**src/rtl/tod_bcd_clock.sv**
```systemverilog
// Time-of-day keeper: packed-BCD hh:mm:ss advanced by a one-cycle pps strobe,
// with rollover strobes and a range-checked set request (valid/ready).
//
// state | meaning
// IDLE  | ready for a set request; time advances on pps
// CHECK | latched request being validated; loads or rejects on exit
module tod_bcd_clock #(
  parameter bit H24 = 1'b1
) (
  input  logic        s_clk,
  input  logic        s_reset,
  input  logic        i_pps,
  input  logic        i_set_valid,
  output logic        o_set_ready,
  input  logic [23:0] i_set_time,
  input  logic        i_set_pm,
  output logic [7:0]  o_hh,
  output logic [7:0]  o_mm,
  output logic [7:0]  o_ss,
  output logic        o_pm,
  output logic        o_min_stb,
  output logic        o_hr_stb,
  output logic        o_day_stb,
  output logic        o_set_ack,
  output logic        o_set_err
);

  typedef enum logic {IDLE, CHECK} set_state_e;

  localparam logic [7:0] RST_HH = H24 ? 8'h00 : 8'h12;

  set_state_e  state, state_nxt;
  logic [23:0] set_time_q;
  logic        set_pm_q;
  logic        accept;
  logic        set_ok;

  logic [7:0]  ss_nxt, mm_nxt, mm_inc, hh_nxt;
  logic        sec_wrap, min_wrap, hr_wrap, day_wrap, pm_nxt;

  // Minutes/seconds increment: {carry, value}, 59 wraps to 00 with carry.
  function automatic logic [8:0] inc_60(input logic [7:0] v);
    if (v[3:0] != 4'd9)
      return {1'b0, v[7:4], v[3:0] + 4'd1};
    else if (v[7:4] != 4'd5)
      return {1'b0, v[7:4] + 4'd1, 4'd0};
    else
      return 9'h100;
  endfunction

  // Plain two-digit BCD increment, no wrap.
  function automatic logic [7:0] inc_bcd(input logic [7:0] v);
    if (v[3:0] != 4'd9)
      return {v[7:4], v[3:0] + 4'd1};
    else
      return {v[7:4] + 4'd1, 4'd0};
  endfunction

  assign o_set_ready = (state == IDLE);
  assign accept      = i_set_valid && o_set_ready;

  // Set FSM state register.
  always_ff @(posedge s_clk) begin
    if (s_reset) state <= IDLE;
    else         state <= state_nxt;
  end

  // Set FSM next state: one validation cycle, then back to IDLE.
  always_comb begin
    state_nxt = state;
    case (state)
      IDLE:    if (i_set_valid) state_nxt = CHECK;
      CHECK:   state_nxt = IDLE;
      default: state_nxt = IDLE;
    endcase
  end

  // Range check of the latched request; numeric compares are safe once every nibble is <= 9.
  always_comb begin
    set_ok = 1'b1;
    for (int i = 0; i < 6; i++)
      if (set_time_q[i*4 +: 4] > 4'd9) set_ok = 1'b0;
    if (set_time_q[7:0] > 8'h59)  set_ok = 1'b0;
    if (set_time_q[15:8] > 8'h59) set_ok = 1'b0;
    if (H24) begin
      if (set_time_q[23:16] > 8'h23) set_ok = 1'b0;
    end else begin
      if (set_time_q[23:16] < 8'h01 || set_time_q[23:16] > 8'h12) set_ok = 1'b0;
    end
  end

  // Next time on a pps, with the carries that drive the rollover strobes.
  always_comb begin
    {sec_wrap, ss_nxt} = inc_60(o_ss);
    {min_wrap, mm_inc} = inc_60(o_mm);
    mm_nxt   = sec_wrap ? mm_inc : o_mm;
    hr_wrap  = sec_wrap && min_wrap;
    hh_nxt   = o_hh;
    pm_nxt   = o_pm;
    day_wrap = 1'b0;
    if (hr_wrap) begin
      if (H24) begin
        if (o_hh == 8'h23) begin
          hh_nxt   = 8'h00;
          day_wrap = 1'b1;
        end else begin
          hh_nxt = inc_bcd(o_hh);
        end
      end else begin
        if (o_hh == 8'h12) begin
          hh_nxt = 8'h01;
        end else if (o_hh == 8'h11) begin
          hh_nxt   = 8'h12;
          pm_nxt   = ~o_pm;
          day_wrap = o_pm;
        end else begin
          hh_nxt = inc_bcd(o_hh);
        end
      end
    end
  end

  // Time registers, request latch and strobes; a valid load in CHECK overrides a pps.
  always_ff @(posedge s_clk) begin
    if (s_reset) begin
      o_hh       <= RST_HH;
      o_mm       <= 8'h00;
      o_ss       <= 8'h00;
      o_pm       <= 1'b0;
      o_min_stb  <= 1'b0;
      o_hr_stb   <= 1'b0;
      o_day_stb  <= 1'b0;
      o_set_ack  <= 1'b0;
      o_set_err  <= 1'b0;
      set_time_q <= 24'h0;
      set_pm_q   <= 1'b0;
    end else begin
      o_min_stb <= 1'b0;
      o_hr_stb  <= 1'b0;
      o_day_stb <= 1'b0;
      o_set_ack <= 1'b0;
      o_set_err <= 1'b0;
      if (accept) begin
        set_time_q <= i_set_time;
        set_pm_q   <= i_set_pm;
      end
      if (state == CHECK && set_ok) begin
        o_hh      <= set_time_q[23:16];
        o_mm      <= set_time_q[15:8];
        o_ss      <= set_time_q[7:0];
        o_pm      <= H24 ? 1'b0 : set_pm_q;
        o_set_ack <= 1'b1;
      end else begin
        if (state == CHECK) o_set_err <= 1'b1;
        if (i_pps) begin
          o_ss      <= ss_nxt;
          o_mm      <= mm_nxt;
          o_hh      <= hh_nxt;
          o_pm      <= pm_nxt;
          o_min_stb <= sec_wrap;
          o_hr_stb  <= hr_wrap;
          o_day_stb <= day_wrap;
        end
      end
    end
  end

endmodule
```
**config.mk**
```make
export PLATFORM = sky130hd
export DESIGN_NAME = tod_bcd_clock
export DESIGN_NICKNAME = d
export VERILOG_FILES = /design/src/rtl/tod_bcd_clock.sv
export SDC_FILE = /design/constraint.sdc
export NUM_CORES = 1
export LEC_CHECK = 0
export CAP_MARGIN = 5
export CORE_MARGIN = 2
export CORE_UTILIZATION = 40
export DETAILED_ROUTE_END_ITERATION = 6
export DONT_BUFFER_PORTS = 1
export GPL_TIMING_DRIVEN = 1
export HOLD_SLACK_MARGIN = 0.1
export MAX_ROUTING_LAYER = met4
export PLACE_DENSITY_LB_ADDON = 0.15
export SETUP_SLACK_MARGIN = 0.1
export SKIP_CTS_REPAIR_TIMING = 1
export SLEW_MARGIN = 30
export SYNTH_ARGS = -nofsm -noshare
export SYNTH_HDL_FRONTEND = slang
export SYNTH_SLANG_ARGS = --single-unit
export TNS_END_PERCENT = 100
```
**constraint.sdc**
```tcl
create_clock -name s_clk -period 4.44 [get_ports s_clk]
set_clock_uncertainty 0.05 [all_clocks]
set_input_delay 0.888 -clock s_clk [delete_from_list [all_inputs] [get_ports s_clk]]
set_output_delay 0.888 -clock s_clk [all_outputs]
set_load 0.05 [all_outputs]
```
After elaboration in Yosys (flattened, before gate mapping)
Index checks and enable logic that the tools add are counted.
{ "totals": {"ff_bits": 54, "input_bits": 29, "out_inout_bits": 31, "word_cells": 82} }
{ "classes": {"addsub": 6, "order_cmp": 9, "n_eq_ne": 9, "n_mux": 28, "bitwise": 3, "reduce_logical": 14} }
{ "ops": {"columns": ["operator", "n"], "rows": [
  ["$mux W8", 10],
  ["$mux W9", 4],
  ["$add A4 B1 Y4 const B", 6],
  ["$gt A4 B4 Y1 const B", 6],
  ["$gt A8 B7 Y1 const B", 2],
  ["$mux W1", 13],
  ["$ne A4 B4 Y1 const B", 3],
  ["$eq A8 B6 Y1 const B", 1],
  ["$gt A8 B6 Y1 const B", 1],
  ["$ne A4 B3 Y1 const B", 2],
  ["$reduce_and A2 Y1", 3],
  ["$reduce_and A3 Y1", 2],
  ["$reduce_bool A2 Y1", 3],
  ["$ne A2 B1 Y1 const B", 2],
  ["$reduce_or A4 Y1", 1],
  ["$logic_and A1 B1 Y1", 3],
  ["$ne A3 B2 Y1 const B", 1],
  ["$not A1 Y1", 3],
  ["$reduce_or A3 Y1", 1],
  ["$pmux W1 S2", 1],
  ["$reduce_or A2 Y1", 1]
]} }

Longest topological paths before layout
Gate-level depths: netlist of the first run.
{ "logic_depth": {"ltp_word": 13, "depth_mapped": 7} }

Worst setup path before layout of the first run
Ideal clock, no wire load.
{ "synth_timing": {"path_type": "reg2reg", "start": "register o_ss[4]", "end": "register o_hh[6]", "setup_ns": 0.086, "t_arrival_ns": 2.284, "setup_slack_ns": 2.020, "path_stages_with_launch": 7, "n_path_buf": 1, "path_cell_list": "dfxtp_1 > ha_1 > nand3b_1 > or4_4 > buf_6 > or3_1 > a211oi_1"} }
{ "synth_between": {"elab_chain_cells": 6} }
{ "synth_rtl": {"columns": ["element", "line", "text"], "rows": [
  ["start: declaration", "19", "output logic [7:0] o_ss,"],
  ["start signal: assignment", "150", "o_ss <= set_time_q[7:0];"],
  ["start signal: assignment", "156", "o_ss <= ss_nxt;"],
  ["$ne A4 B3 Y1", "45", "else if (v[7:4] != 4'd5)"],
  ["$mux W9", "45", null],
  ["$mux W9", "43", "if (v[3:0] != 4'd9)"],
  ["$logic_and A1 B1 Y1", "97", "hr_wrap = sec_wrap && min_wrap;"],
  ["$reduce_bool A2 Y1 (no source line)", null, null],
  ["$reduce_and A3 Y1 (no source line)", null, null],
  ["end signal: assignment", "148", "o_hh <= set_time_q[23:16];"],
  ["end signal: assignment", "158", "o_hh <= hh_nxt;"],
  ["end: declaration", "17", "output logic [7:0] o_hh,"]
]} }
No other way between the ends. The select of a mux whose other input is x is not followed.
A chain may end at the register's enable or synchronous reset.

Worst setup path after layout of the first run
{ "layout_timing": {"start": "register o_ss[4]", "end": "register o_mm[4]"} }
{ "layout_between": {"elab_chain_cells": 5} }
{ "layout_rtl": {"columns": ["element", "line", "text"], "rows": [
  ["$ne A4 B3 Y1", "45", null],
  ["$mux W9", "45", null],
  ["$mux W9", "43", null],
  ["$reduce_bool A2 Y1 (no source line)", null, null],
  ["$reduce_and A3 Y1 (no source line)", null, null],
  ["end signal: assignment", "149", "o_mm <= set_time_q[15:8];"],
  ["end signal: assignment", "157", "o_mm <= mm_nxt;"],
  ["end: declaration", "18", "output logic [7:0] o_mm,"]
]} }
No other way between the ends. The select of a mux whose other input is x is not followed.

==> out/metrics.yaml, run 1 <==
timing:
  worstMarginPinSlew_ps: 802
  slew-limit-headroom_pct: 46.4
  finalMaxSlewViolations: 0
  fin_crit_ps: 2620
  finalCritPeriodShare_pct: 59.0
  setup-violations-final: 0
  rsz0062_at_grt: "false"
  hold_viol_final: 0
  setup_slack_ps: 1820
  fmaxAchievable_ghz: 0.382
  tns_ps: 0
routing:
  ant_nets: 0
  dr.pass1.iters: 4
  drt_iter0_markers: 132
  drc_errors: 0
  wire_per_inst_um: 17.1
  vias: 2266
  via_per_inst: 5.95
  routed_wl_mm: 6.50
synthesis:
  synth_top_area_share_pct: 41.5
  yosysUniqueCellTypes: 41
  async_flop_share_pct: 0
  synth-warning-count: 0
  synth_enable_flop_cells: 0
  synth_area_um2: 2600
  synth_ff_type: "dfxtp_1"
  synth.area.top_cells: "dfxtp_1 41%, nand2_1 9.7%, a21oi_1 5.6%"
  yosys_register_bits: 54
  synthCells: 319
  yosysSeqAreaShare_pct: 41.5
  syn_avg_cell_area_um2: 8.17
  yosysTopAreaCell: "dfxtp_1"
  synth_nets: 354
critical_path:
  worstPathRequired_ps: 4630
  path_common_cell: "or4_1"
  crit_path_max_incr_delay_ps: 740
  critPathTopFamily: "simple AND/OR/NAND/NOR gates"
  crit_arrival_ps: 2810
  endpoint_kind: "register"
  crit_chain: "ha_1 -> nand3b_1 -> or4_1 -> or4_1 -> a31oi_1"
  path_class: "register to register"
  cp.buffers_inverters: 0
  cp_max_fo: 6
  cpMaxStageDelayCell: "dfxtp_1"
  crit_path_start_kind: "register"
cts:
  clk_latency_ps: 300
  cts_tree: "built"
  clock-sinks: 54
  cts_root_buf: "clkbuf_8"
  cts_buffer_depth: 2
  htree_levels: 2
  clk_pin_slew_ps: 90
  cts_buffers: 5
global_route:
  grtUsageTotal_pct: 18.6
  grt_pass1_vias: 2015
  grt_antenna_before_repair: 0
  grt_pass1_wl_mm: 10.4
  overflow: 0
  grt_max_degree: 41
layout:
  drive_above_1_share_pct: 4.28
  final_nets: 339
  final.fill_count: 678
  multi_input_area_um2: 1400
  diodes: 0
  fin_cells: 381
  area_delta_synth_final_pct: 3.51
  regArea_um2: 1080
  layout_commonest_cell: "nand2_1"
  mostFrequentLayoutCells: "67 x nand2_1, 54 x dfxtp_1, 29 x a21oi_1"
placement:
  portBuffers: 0
  place_inst: 374
  dp_slack_ps: 1840
  hpwl_mm: 4.53
  gp_congestion: 0.819
die:
  die_area_um2: 7170
  start_util_pct: 41.3
  die_h_um: 84.7
  dieWidth_um: 84.7
  core-area_um2: 6310
  pin_count: 60
  num_rows: 29
power:
  power_w: 0.000968
  power_density_nw_per_um2: 359
  p_leak_nw: 0.859
  vdd_ir_drop_max_mv: 0.150
flow_run:
  cap_violations: 0
worst_hold_path:
  hold_path.class: "register to register"
run_status:
  outcome: "completed"
synthesized netlist by cell type, drive strengths merged (6+ instances only):
library cell,instances
o41ai,15
nand3,7
or3,7
o21ai,17
nor4,8
dfxtp,54
clkbuf,20
a211oi,8
a21oi,29
nor3,7
nand2,67
inv,8
ha,6
nor2b,6
a31oi,13
layer usage:
layer  part of all wire (%)  wire length (µm)  track usage [%]  vias to the layer above
met3                    5.1               330             4.23                        6
met5                      0                 0                -                        -
met1                     46              2970             24.7                     1072
li1                       -                 -                -                     1140
met2                     48              3140             29.0                       48
met4                    1.0                65             4.33                        0
cell type report:
class / instances / share of cell area [%]
Clock buffer: 7 / 2.83
Timing Repair Buffer: 2 / 0.557
Tap cell: 77 / 3.57
Multi-Input combinational cell: 233 / 51.8
Inverter: 8 / 1.11
Sequential cell: 54 / 40.1
worst paths after layout:
check / from / to / slack [ps] / cells after the start
min reg2reg: set_time_q[22] / set_time_q[22] / 410 / 2
max: o_ss[4] / o_mm[4] / 1820 / 5
min: set_time_q[22] / set_time_q[22] / 410 / 2
max reg2reg: o_ss[4] / o_mm[4] / 1820 / 5
tightest hold or removal path: cells and delay by family, from the launching register on:
family	cells	cell delay, ps
AO/OA/AOI/OAI	1	50
flip-flops	1	320
AND/OR/NAND/NOR	1	50
per-stage QoR:
step | util, % | area (µm²) | hold WS, ps
floorplan | - | 2610 | 386
global placement | 41.4 | 2610 | 389
detailed placement | 41.4 | 2610 | 396
CTS | 42.6 | 2690 | 410
global route | 42.7 | 2700 | 426
finish | 42.7 | 2700 | 406
cells by family (layout without fill, tap and decap cells):
logic type               after synthesis  count (layout)  share of synthesized area (%)
flip-flops                            54              54                           41.5
AO/OA/AOI/OAI                         86              86                           20.6
buffers and inverters                 32              17                           5.09
adder cells (fa/ha/maj)                6               6                           2.88
XOR/XNOR                               6               6                           2.02
AND/OR/NAND/NOR                      134             134                           27.8
other                                  1               1                          0.144
sequential cells by signal (all words and copies together) (netlist names), 8 cells and up:
signal,count
set_time_q,24
o_hh,8
o_mm,8
o_ss,8
power by group:
group          internal (W)  switching, W  leakage [nW]
logic             0.0000394     0.0000663         0.379
clock network      0.000109      0.000151        0.0383
registers          0.000512     0.0000900         0.442
Note: power is estimated with default switching activity, not from simulation.
==> inputs of run 2 (changes only) <==
==> constraint.sdc (replaced) <==
create_clock -name s_clk -period 2.2 [get_ports s_clk]
set_clock_uncertainty 0.05 [all_clocks]
set_input_delay 0.44 -clock s_clk [delete_from_list [all_inputs] [get_ports s_clk]]
set_output_delay 0.44 -clock s_clk [all_outputs]
set_load 0.05 [all_outputs]
==> run 2 against run 1 <==
Net effect:
- critical path depth up 2
- sequential share of layout area down 3.2 points
- sequential cell count unchanged
- final area up 11%
- first-iteration DRC count down 20%
- routed wire length up 4.1%
- via count up 4.6%
- setup slack worse by 1600 ps
- die area unchanged
- sequential power up 81%
- final cell count up 8.9%
- worst hold slack worse by 270 ps
- highest routed layer unchanged
==> out/metrics.yaml, run 2 (same netlist as run 1, synthesis figures left out) <==
critical_path:
  regToRegEndpoint: "o_mm[5]"
  cp_max_fo: 5  # -1
  rrSetupSlack_ps: 190  # -1630 ps
  r2r_cells: 7  # +2
  r2r-start: "o_ss[5]"
  crit_arrival_ps: 2200  # -610 ps
  path_class: "register to register"
  worstPathRequired_ps: 2390  # -2240 ps
  endpoint_kind: "register"
  crit_path_start_kind: "register"
cts:
  cts_root_buf: "clkbuf_8"
  clock-sinks: 54  # unchanged
  cts_buffer_depth: 2  # unchanged
  cts_tree: "built"
  clk_latency_ps: 300  # about the same
  cts_buffers: 5  # unchanged
  htree_levels: 2  # unchanged
  clk_pin_slew_ps: 100  # about the same
flow_run:
  cap_violations: 0  # unchanged
routing:
  routed_wl_mm: 6.77  # +4.1%
  vias: 2370  # +4.6%
  drc_errors: 0  # unchanged
  wire_per_inst_um: 16.3  # -4.4%
  dr.pass1.iters: 4  # unchanged
  ant_nets: 0  # unchanged
  via_per_inst: 5.71  # -4.0%
  drt_iter0_markers: 106  # -20%
global_route:
  gr-usage-met1_pct: 25.1  # +0.35 points
  grt_pass1_vias: 2134  # +5.9%
  grtUsageTotal_pct: 19.5  # +0.84 points
  met3_usage_pct: 4.33  # +0.098 points
  top_usage_layer: "met2"
  grt_max_degree: 41  # unchanged
  grt_pass1_wl_mm: 10.8  # +4.1%
  overflow: 0  # unchanged
  grtUsageMet2_pct: 30.5  # +1.5 points
  grt_antenna_before_repair: 0  # unchanged
layout:
  largest_reg_flops: 24  # unchanged
  layout_commonest_cell: "nand2_1"
  diodes: 0  # unchanged
  area_delta_synth_final_pct: 15.0
  top_register: "set_time_q"
  stdcell_area_um2: 3000  # +11%
  fin_cells: 415  # +8.9%
  final.fill_count: 658  # -2.9%
  mostFrequentLayoutCells: "67 x nand2_1, 40 x dfxtp_1, 35 x buf_4"
  final_nets: 372  # +9.7%
  drive_above_1_share_pct: 19.2  # +15 points
power:
  switching_share_pct: 31.5  # -0.23 points
  p_int_w: 0.00142  # +110%
  p_seq_share_pct: 52.7  # -9.5 points
  power_density_nw_per_um2: 690  # +92%
  vdd_ir_drop_max_mv: 0.315  # +110%
  comb_power_share_pct: 19.2  # +8.3 points
  p_leak_nw: 1.05  # +23%
  switchingPower_w: 0.000652  # +110%
  pwr-share-clk_pct: 28.1  # +1.2 points
worst_hold_path:
  min_from: "s_reset"
  holdPathStages: 1  # -1
  hold_path.class: "input port to register"
  hold_end: "o_mm[0]"
die:
  die_area_um2: 7170  # unchanged
  pin_count: 60  # unchanged
  dieWidth_um: 84.7  # unchanged
  die_h_um: 84.7  # unchanged
  num_rows: 29  # unchanged
  start_util_pct: 41.3  # unchanged
  core-area_um2: 6310  # unchanged
timing:
  rsz0062_at_grt: "false"
  slew-limit-headroom_pct: 51.1  # +4.7 points
  setup-violations-final: 0  # unchanged
  worstMarginPinSlew_ps: 733  # -68.7 ps
  fmaxAchievable_ghz: 0.498  # +31%
  finalMaxSlewViolations: 0  # unchanged
  hold_ws_ps: 140  # -266 ps
  fin_crit_ps: 2010  # -613 ps
  tns_ps: 0  # unchanged
  finalCritPeriodShare_pct: 91.2  # +32 points
  hold_viol_final: 0  # unchanged
placement:
  hpwl_mm: 4.91  # +8.2%
  placed_area_um2: 2880  # +10%
  portBuffers: 0  # unchanged
  gp_congestion: 0.785  # -4.2%
  place_inst: 405  # +8.3%
run_status:
  outcome: "completed"
==> run 2: area by class of cell <==
type                            instances  area, µm²  area share [%]
Multi-Input combinational cell        233       1410            47.0
Timing Repair Buffer                   35        263            8.77
Sequential cell                        54       1110            36.9
Inverter                                8       30.0            1.00
Tap cell                               77       96.3            3.22
Clock inverter                          2       11.3           0.376
Clock buffer                            6       82.6            2.76
==> run 2: stage by stage <==
| step | total power, W | util (%) | setup slack [ps] |
|---|---|---|---|
| detailed placement | 0.00151 | 45.7 | 125 |
| global route | 0.00218 | 47.5 | 111 |
| floorplan | 0.00141 | - | 111 |
| CTS | 0.00209 | 47.2 | 75.2 |
| finish | 0.00207 | 47.5 | 194 |
| global placement | 0.00151 | 45.7 | 160 |
==> run 2: worst max-delay path, stage by stage, from the launching register on <==
cell      delay [ps]
dfxtp_4          350
inv_2             50
ha_4             120
nand3b_1         170
or4_4            530
buf_4            170
or3_1            340
a31oi_1          160
==> run 2: how the worst max path moves through the flow <==
stage / from / end / slack (ps) / depth (start not counted)
4_1_cts: o_ss[5] / o_hh[7] / 80 / 6
6_report: o_ss[5] / o_mm[5] / 190 / 7
3_5_place_dp: o_ss[5] / o_hh[7] / 130 / 6
5_1_grt: set_time_q[1] / o_ss[2] / 110 / 4
2_1_floorplan: o_ss[5] / o_hh[6] / 110 / 7
3_3_place_gp: o_ss[5] / o_hh[7] / 160 / 6
==> run 2: power groups by stage <==
stage	sequential, W	clock (W)	combinational [W]
detailed placement	0.00111	0	0.000399
finish	0.00109	0.000581	0.000398
CTS	0.00109	0.000598	0.000400
floorplan	0.00121	0	0.000198
global route	0.00110	0.000648	0.000434
global placement	0.00111	0	0.000395
==> run 2: layer usage <==
layer,share of wire [%],up-vias,wire [µm]
met2,48,43,3280
met4,1.3,0,91
met5,0,-,0
met3,4.0,6,269
met1,46,1120,3130
li1,-,1201,-
==> inputs of run 3 (changes only) <==
--- a/config.mk
+++ b/config.mk
@@ -8,6 +8,7 @@
 export CAP_MARGIN = 5
 export CORE_MARGIN = 2
 export CORE_UTILIZATION = 40
+export CTS_CLUSTER_SIZE = 8
 export DETAILED_ROUTE_END_ITERATION = 6
 export DONT_BUFFER_PORTS = 1
 export GPL_TIMING_DRIVEN = 1
==> results of run 3 <==
The final DEF is identical to that of run 2; final timing and power are the same.
